`src/rtl/batch_sequencer_if.sv`:
```
// ---------------------------------------------------------------------------
// batch_sequencer_if
//   Bus between the batch sequencer and the control-bounded filter datapath.
//   Carries the downsampled sample strobe toward the sequencer and all
//   memory addresses / recursion strobes back toward the datapath.
//
//   Parameters : DEPTH (batch length in input samples), OSR (oversampling).
//   Signals    : en              - downsampled sample strobe
//                sample_addr_*   - sample-memory addresses (in, lh, fr, br)
//                res_addr_*      - partial-result memory addresses
//                reg_prop_n      - recursion-register propagation strobe
//                out_valid       - datapath output meaningful (sticky)
//   Modports   : master = sequencer side, slave = datapath side.
// ---------------------------------------------------------------------------
interface batch_sequencer_if #(
  parameter int DEPTH = 220,
  parameter int OSR   = 1
);
  localparam int DS_DEPTH = (DEPTH + OSR - 1) / OSR;
  localparam int CW       = (DS_DEPTH > 1) ? $clog2(DS_DEPTH) : 1;
  localparam int SAW      = CW + 2;
  localparam int RAW      = CW + 1;

  logic           en;
  logic [SAW-1:0] sample_addr_in;
  logic [SAW-1:0] sample_addr_lh;
  logic [SAW-1:0] sample_addr_fr;
  logic [SAW-1:0] sample_addr_br;
  logic [RAW-1:0] res_addr_in;
  logic [RAW-1:0] res_addr_out_f;
  logic [RAW-1:0] res_addr_out_b;
  logic           reg_prop_n;
  logic           out_valid;

  modport master (
    input  en,
    output sample_addr_in, sample_addr_lh, sample_addr_fr, sample_addr_br,
    output res_addr_in, res_addr_out_f, res_addr_out_b,
    output reg_prop_n, out_valid
  );

  modport slave (
    output en,
    input  sample_addr_in, sample_addr_lh, sample_addr_fr, sample_addr_br,
    input  res_addr_in, res_addr_out_f, res_addr_out_b,
    input  reg_prop_n, out_valid
  );
endinterface

```
`src/rtl/batch_sequencer.sv`:
```
// ---------------------------------------------------------------------------
// batch_sequencer
//   Address and timing controller for the batch-mode control-bounded filter
//   datapath. Runs on the system clock, advancing only on the downsampled
//   sample strobe (bus.en). Produces the sample-memory write / lookahead /
//   forward / backward read addresses, the partial-result memory addresses,
//   the recursion-register propagation strobe and a warm-up valid flag.
//
//   Ports:
//     clk         system clock
//     rst         asynchronous active-low reset
//     bus         batch_sequencer_if.master (en in, addresses/strobes out)
//   Optional (macro BATCH_SEQ_STATUS_EN defined):
//     batch_done  one-clock pulse on the batch wrap strobe
//     batch_num   16-bit count of completed batches, wraps at 2^16
//
//   Parameters DEPTH/OSR must match those of the connected interface.
// ---------------------------------------------------------------------------
module batch_sequencer #(
  parameter int DEPTH = 220,
  parameter int OSR   = 1
) (
  input  logic                clk,
  input  logic                rst,
  batch_sequencer_if.master   bus
`ifdef BATCH_SEQ_STATUS_EN
  ,
  output logic                batch_done,
  output logic [15:0]         batch_num
`endif
);

  localparam int DS_DEPTH = (DEPTH + OSR - 1) / OSR;
  localparam int CW       = (DS_DEPTH > 1) ? $clog2(DS_DEPTH) : 1;
  localparam int SAW      = CW + 2;
  localparam int RAW      = CW + 1;
  localparam logic [CW-1:0] LAST = CW'(DS_DEPTH - 1);

  logic [CW-1:0]  count, rev;
  logic [1:0]     cycle, cycle_lh, cycle_idle, cycle_calc;
  logic [CW-1:0]  count_d1, count_d2, count_d3;
  logic [CW-1:0]  rev_d1, rev_d2;
  // Only the bank parity reaches the result addresses, so only bit 0 of
  // the write bank is carried down the delay line.
  logic           par_d1, par_d2, par_d3;

  logic [SAW-1:0] addr_in_q, addr_lh_q, addr_fr_q, addr_br_q;
  logic [RAW-1:0] res_in_q, res_f_q, res_b_q;
  logic           reg_prop_n_q, out_valid_q;
  logic           wrap;

  assign wrap = (count == LAST);

  // Main sequencer state. Every output register samples the state as it was
  // before this strobe's update, so outputs lag the strobe edge by 1 clock.
  // At batch end the four banks rotate: the bank just written becomes the
  // lookahead bank, lookahead becomes idle, idle becomes the compute bank.
  always_ff @(posedge clk or negedge rst) begin
    if (!rst) begin
      count        <= '0;
      rev          <= LAST;
      cycle        <= 2'd0;
      cycle_lh     <= 2'd3;
      cycle_idle   <= 2'd2;
      cycle_calc   <= 2'd1;
      count_d1     <= '0;
      count_d2     <= '0;
      count_d3     <= '0;
      rev_d1       <= '0;
      rev_d2       <= '0;
      par_d1       <= 1'b0;
      par_d2       <= 1'b0;
      par_d3       <= 1'b0;
      addr_in_q    <= '0;
      addr_lh_q    <= '0;
      addr_fr_q    <= '0;
      addr_br_q    <= '0;
      res_in_q     <= '0;
      res_f_q      <= '0;
      res_b_q      <= '0;
      reg_prop_n_q <= 1'b1;
      out_valid_q  <= 1'b0;
    end else if (bus.en) begin
      addr_in_q    <= {count, cycle};
      addr_lh_q    <= {rev, cycle_lh};
      addr_fr_q    <= {count, cycle_calc};
      addr_br_q    <= {rev, cycle_calc};
      res_in_q     <= {count_d3, par_d3};
      res_f_q      <= {count_d2, ~par_d2};
      res_b_q      <= {rev_d2, ~par_d2};
      reg_prop_n_q <= !wrap;
      // Bank index 3 first appears on the write bank at the start of the
      // fourth batch, by which point the pipeline holds real data.
      out_valid_q  <= out_valid_q | (cycle == 2'd3);

      count_d1     <= count;
      count_d2     <= count_d1;
      count_d3     <= count_d2;
      rev_d1       <= rev;
      rev_d2       <= rev_d1;
      par_d1       <= cycle[0];
      par_d2       <= par_d1;
      par_d3       <= par_d2;

      if (wrap) begin
        count      <= '0;
        rev        <= LAST;
        cycle      <= cycle + 2'd1;
        cycle_lh   <= cycle;
        cycle_idle <= cycle_lh;
        cycle_calc <= cycle_idle;
      end else begin
        count      <= count + CW'(1);
        rev        <= rev - CW'(1);
      end
    end
  end

  assign bus.sample_addr_in = addr_in_q;
  assign bus.sample_addr_lh = addr_lh_q;
  assign bus.sample_addr_fr = addr_fr_q;
  assign bus.sample_addr_br = addr_br_q;
  assign bus.res_addr_in    = res_in_q;
  assign bus.res_addr_out_f = res_f_q;
  assign bus.res_addr_out_b = res_b_q;
  assign bus.reg_prop_n     = reg_prop_n_q;
  assign bus.out_valid      = out_valid_q;

`ifdef BATCH_SEQ_STATUS_EN
  // batch_done is re-evaluated every clock (not only on strobes) so that it
  // stays exactly one clock wide even when en drops right after the wrap.
  always_ff @(posedge clk or negedge rst) begin
    if (!rst) begin
      batch_done <= 1'b0;
      batch_num  <= 16'd0;
    end else begin
      batch_done <= bus.en && wrap;
      if (bus.en && wrap) begin
        batch_num <= batch_num + 16'd1;
      end
    end
  end
`endif

endmodule
```
`src/flat_wrapper.sv`:
```
// flat-port wrapper written by rule: the top's interface ports become plain ports
module batch_sequencer_flat 
#(
  parameter int DEPTH = 220,
  parameter int OSR   = 1
)
  (clk, rst, bus_en, bus_sample_addr_in, bus_sample_addr_lh, bus_sample_addr_fr, bus_sample_addr_br, bus_res_addr_in, bus_res_addr_out_f, bus_res_addr_out_b, bus_reg_prop_n, bus_out_valid);
  batch_sequencer_if #(.DEPTH(DEPTH), .OSR(OSR)) bus_i ();
  input  logic clk;
  input  logic rst;
  input wire logic [$bits(bus_i.en)-1:0] bus_en;
  output wire logic [$bits(bus_i.sample_addr_in)-1:0] bus_sample_addr_in;
  output wire logic [$bits(bus_i.sample_addr_lh)-1:0] bus_sample_addr_lh;
  output wire logic [$bits(bus_i.sample_addr_fr)-1:0] bus_sample_addr_fr;
  output wire logic [$bits(bus_i.sample_addr_br)-1:0] bus_sample_addr_br;
  output wire logic [$bits(bus_i.res_addr_in)-1:0] bus_res_addr_in;
  output wire logic [$bits(bus_i.res_addr_out_f)-1:0] bus_res_addr_out_f;
  output wire logic [$bits(bus_i.res_addr_out_b)-1:0] bus_res_addr_out_b;
  output wire logic [$bits(bus_i.reg_prop_n)-1:0] bus_reg_prop_n;
  output wire logic [$bits(bus_i.out_valid)-1:0] bus_out_valid;
  assign bus_i.en = bus_en;
  assign bus_sample_addr_in = bus_i.sample_addr_in;
  assign bus_sample_addr_lh = bus_i.sample_addr_lh;
  assign bus_sample_addr_fr = bus_i.sample_addr_fr;
  assign bus_sample_addr_br = bus_i.sample_addr_br;
  assign bus_res_addr_in = bus_i.res_addr_in;
  assign bus_res_addr_out_f = bus_i.res_addr_out_f;
  assign bus_res_addr_out_b = bus_i.res_addr_out_b;
  assign bus_reg_prop_n = bus_i.reg_prop_n;
  assign bus_out_valid = bus_i.out_valid;
  batch_sequencer #(.DEPTH(DEPTH), .OSR(OSR)) u_core (.clk(clk), .rst(rst), .bus(bus_i));
endmodule
```
`config.mk`:
```
export PLATFORM = sky130hd
export DESIGN_NAME = batch_sequencer_flat
export DESIGN_NICKNAME = d
export VERILOG_FILES = /design/src/rtl/batch_sequencer_if.sv /design/src/rtl/batch_sequencer.sv /design/src/flat_wrapper.sv
export SDC_FILE = /design/constraint.sdc
export NUM_CORES = 1
export LEC_CHECK = 0
export BUFFER_PORTS_ARGS = -buffer_cell sky130_fd_sc_hd__buf_2
export CORE_UTILIZATION = 55
export CTS_CLUSTER_SIZE = 14
export DETAILED_ROUTE_END_ITERATION = 10
export PLACE_DENSITY = 0.79
export RECOVER_POWER = 25
export SLEW_MARGIN = 10
export SYNTH_ARGS = -nofsm -noshare
export SYNTH_HDL_FRONTEND = slang
export SYNTH_SLANG_ARGS = --single-unit
```
`constraint.sdc`:
```
create_clock -name clk -period 2.15 [get_ports clk]
set_clock_uncertainty 0.2 [all_clocks]
set_input_delay 0.5375 -clock clk [delete_from_list [all_inputs] [get_ports clk]]
set_output_delay 0.5375 -clock clk [all_outputs]
set_load 0.02 [all_outputs]
```
==> impl_metrics.json, run 1 <==
{
  "syn2layout_area_growth_pct": 14.8,
  "cts_root_buf": "clkbuf_8",
  "clk_pin_slew_ns": 0.09,
  "finalCritPeriodShare_pct": 85.9,
  "tns_ns": 0,
  "cts_sinks": 92,
  "path_class": "input pin to register",
  "ctsLongestPathBuffers": 2,
  "p_leak_nw": 2.21,
  "wl_met1_um": 2970,
  "maxSlewViolCount": 0,
  "antenna_cells": 0,
  "rsz0062_at_grt": "no",
  "power_density_nw_per_um2": 1220,
  "ys_types": 43,
  "vdd_ir_drop_max_v": 0.000851,
  "ys_ff_latch": 92,
  "synth_ff_type": "dfrtp_1",
  "fmax_mhz": 542,
  "grt_usage_pct": 19.5,
  "route.met3.wl_um": 275,
  "synth_fp_nets": 274,
  "async_flop_share_pct": 100,
  "vias": 2241,
  "hold_viol": 0,
  "status": "finished clean",
  "crit_fanout": 27,
  "grt_pass1_vias": 2220,
  "initial_core_util_pct": 57.2,
  "max_cap_viol_count": 0,
  "antenna_found_initial": 0,
  "drc": 0,
  "cts_tree": "done",
  "rows": 30,
  "io_pins": 72,
  "clock_latency_ns": 0.36,
  "cts_resized": 0,
  "port_buffers": 71,
  "core_area_um2": 6790,
  "yosys-top-cells-count": "81 x dfrtp_1, 66 x mux2_2, 22 x buf_4",
  "first_pass_iters": 4,
  "critPathCaptureType": "register",
  "yosys_warnings": 0,
  "grt_max_degree": 39,
  "worst_pin_slew_ns": 0.660,
  "synthCells": 268,
  "drive_gt1_share_pct": 55.9,
  "yosys.cell_count.top_type": "dfrtp_1",
  "maxSlewHeadroom_pct": 56.0,
  "synth_largest_area_cell": "dfrtp_1",
  "synth_area_leaders": "dfrtp_1 52%, mux2_2 19%, dfstp_2 7.4%",
  "hold_depth": 1,
  "wire_per_inst_um": 15.1,
  "r2r_cells": 4,
  "highest_layer": "met4",
  "viasPerCell": 5.25,
  "hold_class": "register to register",
  "yosysTopAreaCellShare_pct": 52.2,
  "routed_wl_um": 6450,
  "dieWidth_um": 86.0,
  "place.gp.congestion": 0.780,
  "antenna_left": 0,
  "arrival_ns": 1.89,
  "synthesis.area_um2": 3880,
  "overflow": 0,
  "startpoint_type": "input pin",
  "cts_buffers": 9,
  "crit_required_ns": 2.20,
  "synth_edf_count": 0,
  "wl_met2_um": 3120,
  "final-setup-viol-count": 0,
  "htreeDepth": 3,
  "finalInstanceArea_um2": 4460,
  "syn_area_per_cell_um2": 14.5,
  "drt_iter0_markers": 105,
  "grt_pass1_wl_um": 11000,
  "place_area_um2": 4220,
  "die_h_um": 86.0,
  "yosysSeqAreaShare_pct": 59.6,
  "die-area_um2": 7400,
  "period_minus_slack_ns": 1.85,
  "dpl.hpwl_um": 4360,
  "layout.nets": 332
}
==> worst max-delay path, stage by stage <==
cell	delay, ns
clkbuf_1	0.32
clkbuf_2	0.62
mux2_2	0.42
==> report_power, final <==
group	internal, W	switching (W)
clock network	0.000720	0.000591
logic	0.000666	0.000843
registers	0.00223	0.000410
total	0.00361	0.00184
==> flip-flops by register name (all words and copies together) (netlist names), 8 cells and up <==
signal                     flops
u_core.bus.sample_addr_br     10
u_core.bus.res_addr_in         9
u_core.bus.res_addr_out_b      9
u_core.bus.res_addr_out_f      8
u_core.bus.sample_addr_fr      8
u_core.count                   8
u_core.count_d2                8
u_core.rev                     8
u_core.rev_d2                  8
==> repair_timing <==
item                                   4_1_cts  5_1_grt
hold buffers                                 1        0
buffers inserted                             0        0
endpoints found under the hold margin       29        0
setup endpoints to repair                    0        0
==> area by class of cell <==
class | instances | area (µm²)
clock buffers | 11 | 151
clock inverters | 5 | 83.8
fillers | 507 | 2340
inverters | 5 | 18.8
multi-input cells | 138 | 1320
flip-flops and latches | 92 | 2320
well taps | 96 | 120
repair buffers | 80 | 443
==> cells by family (layout without fill, tap and decap cells) <==
kind of cell,Yosys count,in the layout,synth area share [%]
AO/OA/AOI/OAI,22,22,3.58
XOR/XNOR,4,4,0.902
buffers and inverters,38,101,6.28
adder cells (fa/ha/maj),3,3,0.967
multiplexers,75,75,22.4
flip-flops,92,92,59.6
AND/OR/NAND/NOR,34,34,6.28
==> cells in the final DEF, fill, tap and decap left out, types with 3 or more instances in the layout <==
master	instances
mux2_2	66
buf_2	69
and4_1	3
nor2b_1	3
nor2_1	5
xnor2_1	3
buf_4	4
ha_1	3
clkbuf_8	11
inv_1	5
dfrtp_1	81
o21ai_0	5
dfstp_2	11
mux2_4	7
nand2_1	5
a31oi_1	3
a21oi_1	5
==> worst paths after layout <==
kind	from	end	slack [ns]
max reg2reg	u_core.count[2]$_DFFE_PN0P_	u_core.count[3]$_DFFE_PN0P_	0.36
min in group asynchronous	rst	u_core.rev_d2[1]$_DFFE_PN0P_	0.50
min	u_core.bus.out_valid$_DFFE_PN0P_	u_core.bus.out_valid$_DFFE_PN0P_	0.26
max in group asynchronous	rst	u_core.rev[7]$_DFFE_PN1P_	0.65
min reg2reg	u_core.bus.out_valid$_DFFE_PN0P_	u_core.bus.out_valid$_DFFE_PN0P_	0.26
max	bus_en	u_core.count_d2[5]$_DFFE_PN0P_	0.30
==> metrics by stage <==
step / utilization, % / hold slack, ns / instances / total power [W] / setup slack (ns)
final: 65.6 / 0.259 / 427 / 0.00546 / 0.304
after global routing: 65.6 / 0.281 / 427 / 0.00575 / 0.226
after CTS: 65.8 / 0.243 / 427 / 0.00552 / 0.341
after detailed placement: 62.2 / 0.248 / 410 / 0.00419 / 0.272
after global placement: 62.2 / 0.237 / 410 / 0.00411 / 0.295
after floorplan: - / 0.0419 / 268 / 0.00376 / 0.313
==> per-layer routing <==
| layer | GRT usage, % | vias to the layer above |
|---|---|---|
| met5 | 0 | - |
| met4 | 6.52 | 0 |
| met3 | 5.87 | 8 |
| met2 | 31.2 | 69 |
| met1 | 25.5 | 1124 |
| li1 | - | 1040 |
Note: power is estimated with default switching activity, not from simulation.
==> run 2, diff against run 1 <==
Settings changed: ABC_AREA set to 1.
==> impl_metrics.json, run 2 <==
{
  "die-area_um2": 7320,
  "yosysSeqAreaShare_pct": 60.3,
  "synth_area_leaders": "dfrtp_1 53%, nand2_1 13%, dfstp_2 7.5%",
  "yosysTopAreaCellShare_pct": 52.8,
  "tns_ns": 0,
  "hold_viol": 0,
  "yosys.cell_count.top_type": "nand2_1",
  "final_cell_mix": "136 x nand2_1, 81 x dfrtp_1, 69 x buf_2",
  "synth_top_family_by_area": "simple AND/OR/NAND/NOR gates",
  "final_common_cell": "nand2_1",
  "period_minus_slack_ns": 1.85,
  "rows": 30,
  "syn2layout_area_growth_pct": 12.9,
  "layout.nets": 478,
  "antenna_cells": 0,
  "yosys-top-cells-count": "136 x nand2_1, 81 x dfrtp_1, 48 x o21ai_0",
  "synth_ff_type": "dfrtp_1",
  "ff2ff_setup_slack_ns": 0.44,
  "path_class": "input pin to register",
  "synthesis.area_um2": 3840,
  "regToRegEndpoint": "u_core.count[4]$_DFFE_PN0P_",
  "cp-endpoint": "u_core.count[2]$_DFFE_PN0P_",
  "viasPerCell": 5.04,
  "drt_iter0_markers": 168,
  "clk_pin_slew_ns": 0.09,
  "drc": 0,
  "synth_largest_area_cell": "dfrtp_1",
  "synthAdderAreaFrac_pct": 0.978,
  "power_density_nw_per_um2": 1190,
  "grt_pass1_wl_um": 12100,
  "clock_latency_ns": 0.36,
  "finalCritPeriodShare_pct": 86.0,
  "wire_per_inst_um": 12.7,
  "arrival_ns": 1.91,
  "cts_buffers": 9,
  "utilization_pct": 64.2,
  "worst_pin_slew_ns": 0.779,
  "maxSlewViolCount": 0,
  "reg2reg_from": "u_core.count[1]$_DFFE_PN0P_",
  "synth_edf_count": 0,
  "dpl.hpwl_um": 4940,
  "ys_types": 31,
  "io_pins": 72,
  "first_pass_iters": 4,
  "overflow": 0,
  "final-setup-viol-count": 0,
  "maxSlewHeadroom_pct": 48.1,
  "cts_tree": "done",
  "vias": 2810,
  "status": "finished clean",
  "synth_fp_nets": 422,
  "syn_area_per_cell_um2": 9.23,
  "antenna_found_initial": 0,
  "critPathCaptureType": "register",
  "finalInstanceArea_um2": 4340,
  "place_area_um2": 4150,
  "ys_ff_latch": 92,
  "dieWidth_um": 85.5,
  "initial_core_util_pct": 56.8,
  "grt_usage_pct": 21.4,
  "vdd_ir_drop_max_v": 0.000472,
  "startpoint_type": "input pin",
  "yosys_warnings": 0,
  "hold_start": "u_core.bus.out_valid$_DFFE_PN0P_",
  "total_power_w": 0.00518,
  "synth_mux_area_share_pct": 0,
  "routed_wl_um": 7050,
  "antenna_left": 0,
  "startpoint": "bus_en",
  "hold_class": "register to register",
  "r2r_cells": 6,
  "cts_resized": 0,
  "grt_pass1_vias": 2609,
  "cts_root_buf": "clkbuf_8",
  "largest_register_ffs": 10,
  "async_flop_share_pct": 100,
  "cts_sinks": 92,
  "grt_max_degree": 44,
  "place.gp.congestion": 0.811,
  "drive_gt1_share_pct": 23.3,
  "crit_fanout": 21,
  "yosys.area_share.simple_pct": 19.3,
  "ctsLongestPathBuffers": 2,
  "max_cap_viol_count": 0,
  "p_leak_nw": 2.32,
  "die_h_um": 85.5,
  "rsz0062_at_grt": "no",
  "synth-xor-area-share_pct": 0.684,
  "fmax_mhz": 541,
  "core_area_um2": 6760,
  "htreeDepth": 3,
  "synthCells": 416,
  "crit_required_ns": 2.22,
  "port_buffers": 71,
  "synth_compound_area_share_pct": 8.38
}
-- run 2: report_power, final --
group	internal, W	switching [W]
logic	0.000490	0.000986
clock network	0.000573	0.000592
registers	0.00220	0.000338
-- run 2: layer usage --
layer | vias up | wire length (µm) | global-route usage (%)
met5 | - | 0 | 0
met4 | 0 | 89 | 9.39
met3 | 8 | 260 | 4.52
met2 | 62 | 3450 | 34.0
met1 | 1348 | 3250 | 28.7
li1 | 1392 | - | -
-- run 2: layout make-up --
class	instances	area, µm²
multi-input cells	245	1130
clock buffers	11	141
well taps	80	100
inverters	42	158
flip-flops and latches	92	2320
fillers	562	2420
repair buffers	82	433
clock inverters	5	61.3
-- run 2: logic make-up after synthesis --
logic type / after synthesis
AOI/OAI and AO/OA: 60
xor gates and xnor gates: 3
adders and majority gates: 3
buffers and inverters: 79
DFF: 92
and+or+nand+nor: 179
-- run 2: what timing repair did --
action | CTS | global route
hold buffers | 1 | 0
setup buffers | 0 | 0
endpoints found under the hold margin | 25 | 0
-- run 2: worst min path at each step --
stage	to	slack [ns]	cells after the start
global placement	u_core.bus.out_valid$_DFFE_PN0P_	0.24	1
CTS	u_core.bus.out_valid$_DFFE_PN0P_	0.27	1
finish	u_core.bus.out_valid$_DFFE_PN0P_	0.27	1
detailed placement	u_core.bus.out_valid$_DFFE_PN0P_	0.25	1
floorplan	u_core.bus.out_valid$_DFFE_PN0P_	0.04	0
global route	u_core.bus.out_valid$_DFFE_PN0P_	0.28	1
-- run 2: per-stage QoR --
stage,std cells,worst slack (ns),hold WS (ns)
6_report,557,0.301,0.266
3_5_place_dp,540,0.402,0.245
4_1_cts,557,0.340,0.268
2_1_floorplan,416,0.641,0.0419
3_3_place_gp,540,0.466,0.242
5_1_grt,557,0.227,0.283
-- run 2: worst max-delay path, cell delays in order --
cell,delay [ns]
clkbuf_1,0.32
clkbuf_1,0.64
nand2_1,0.19
o211ai_2,0.19
inv_2,0.04
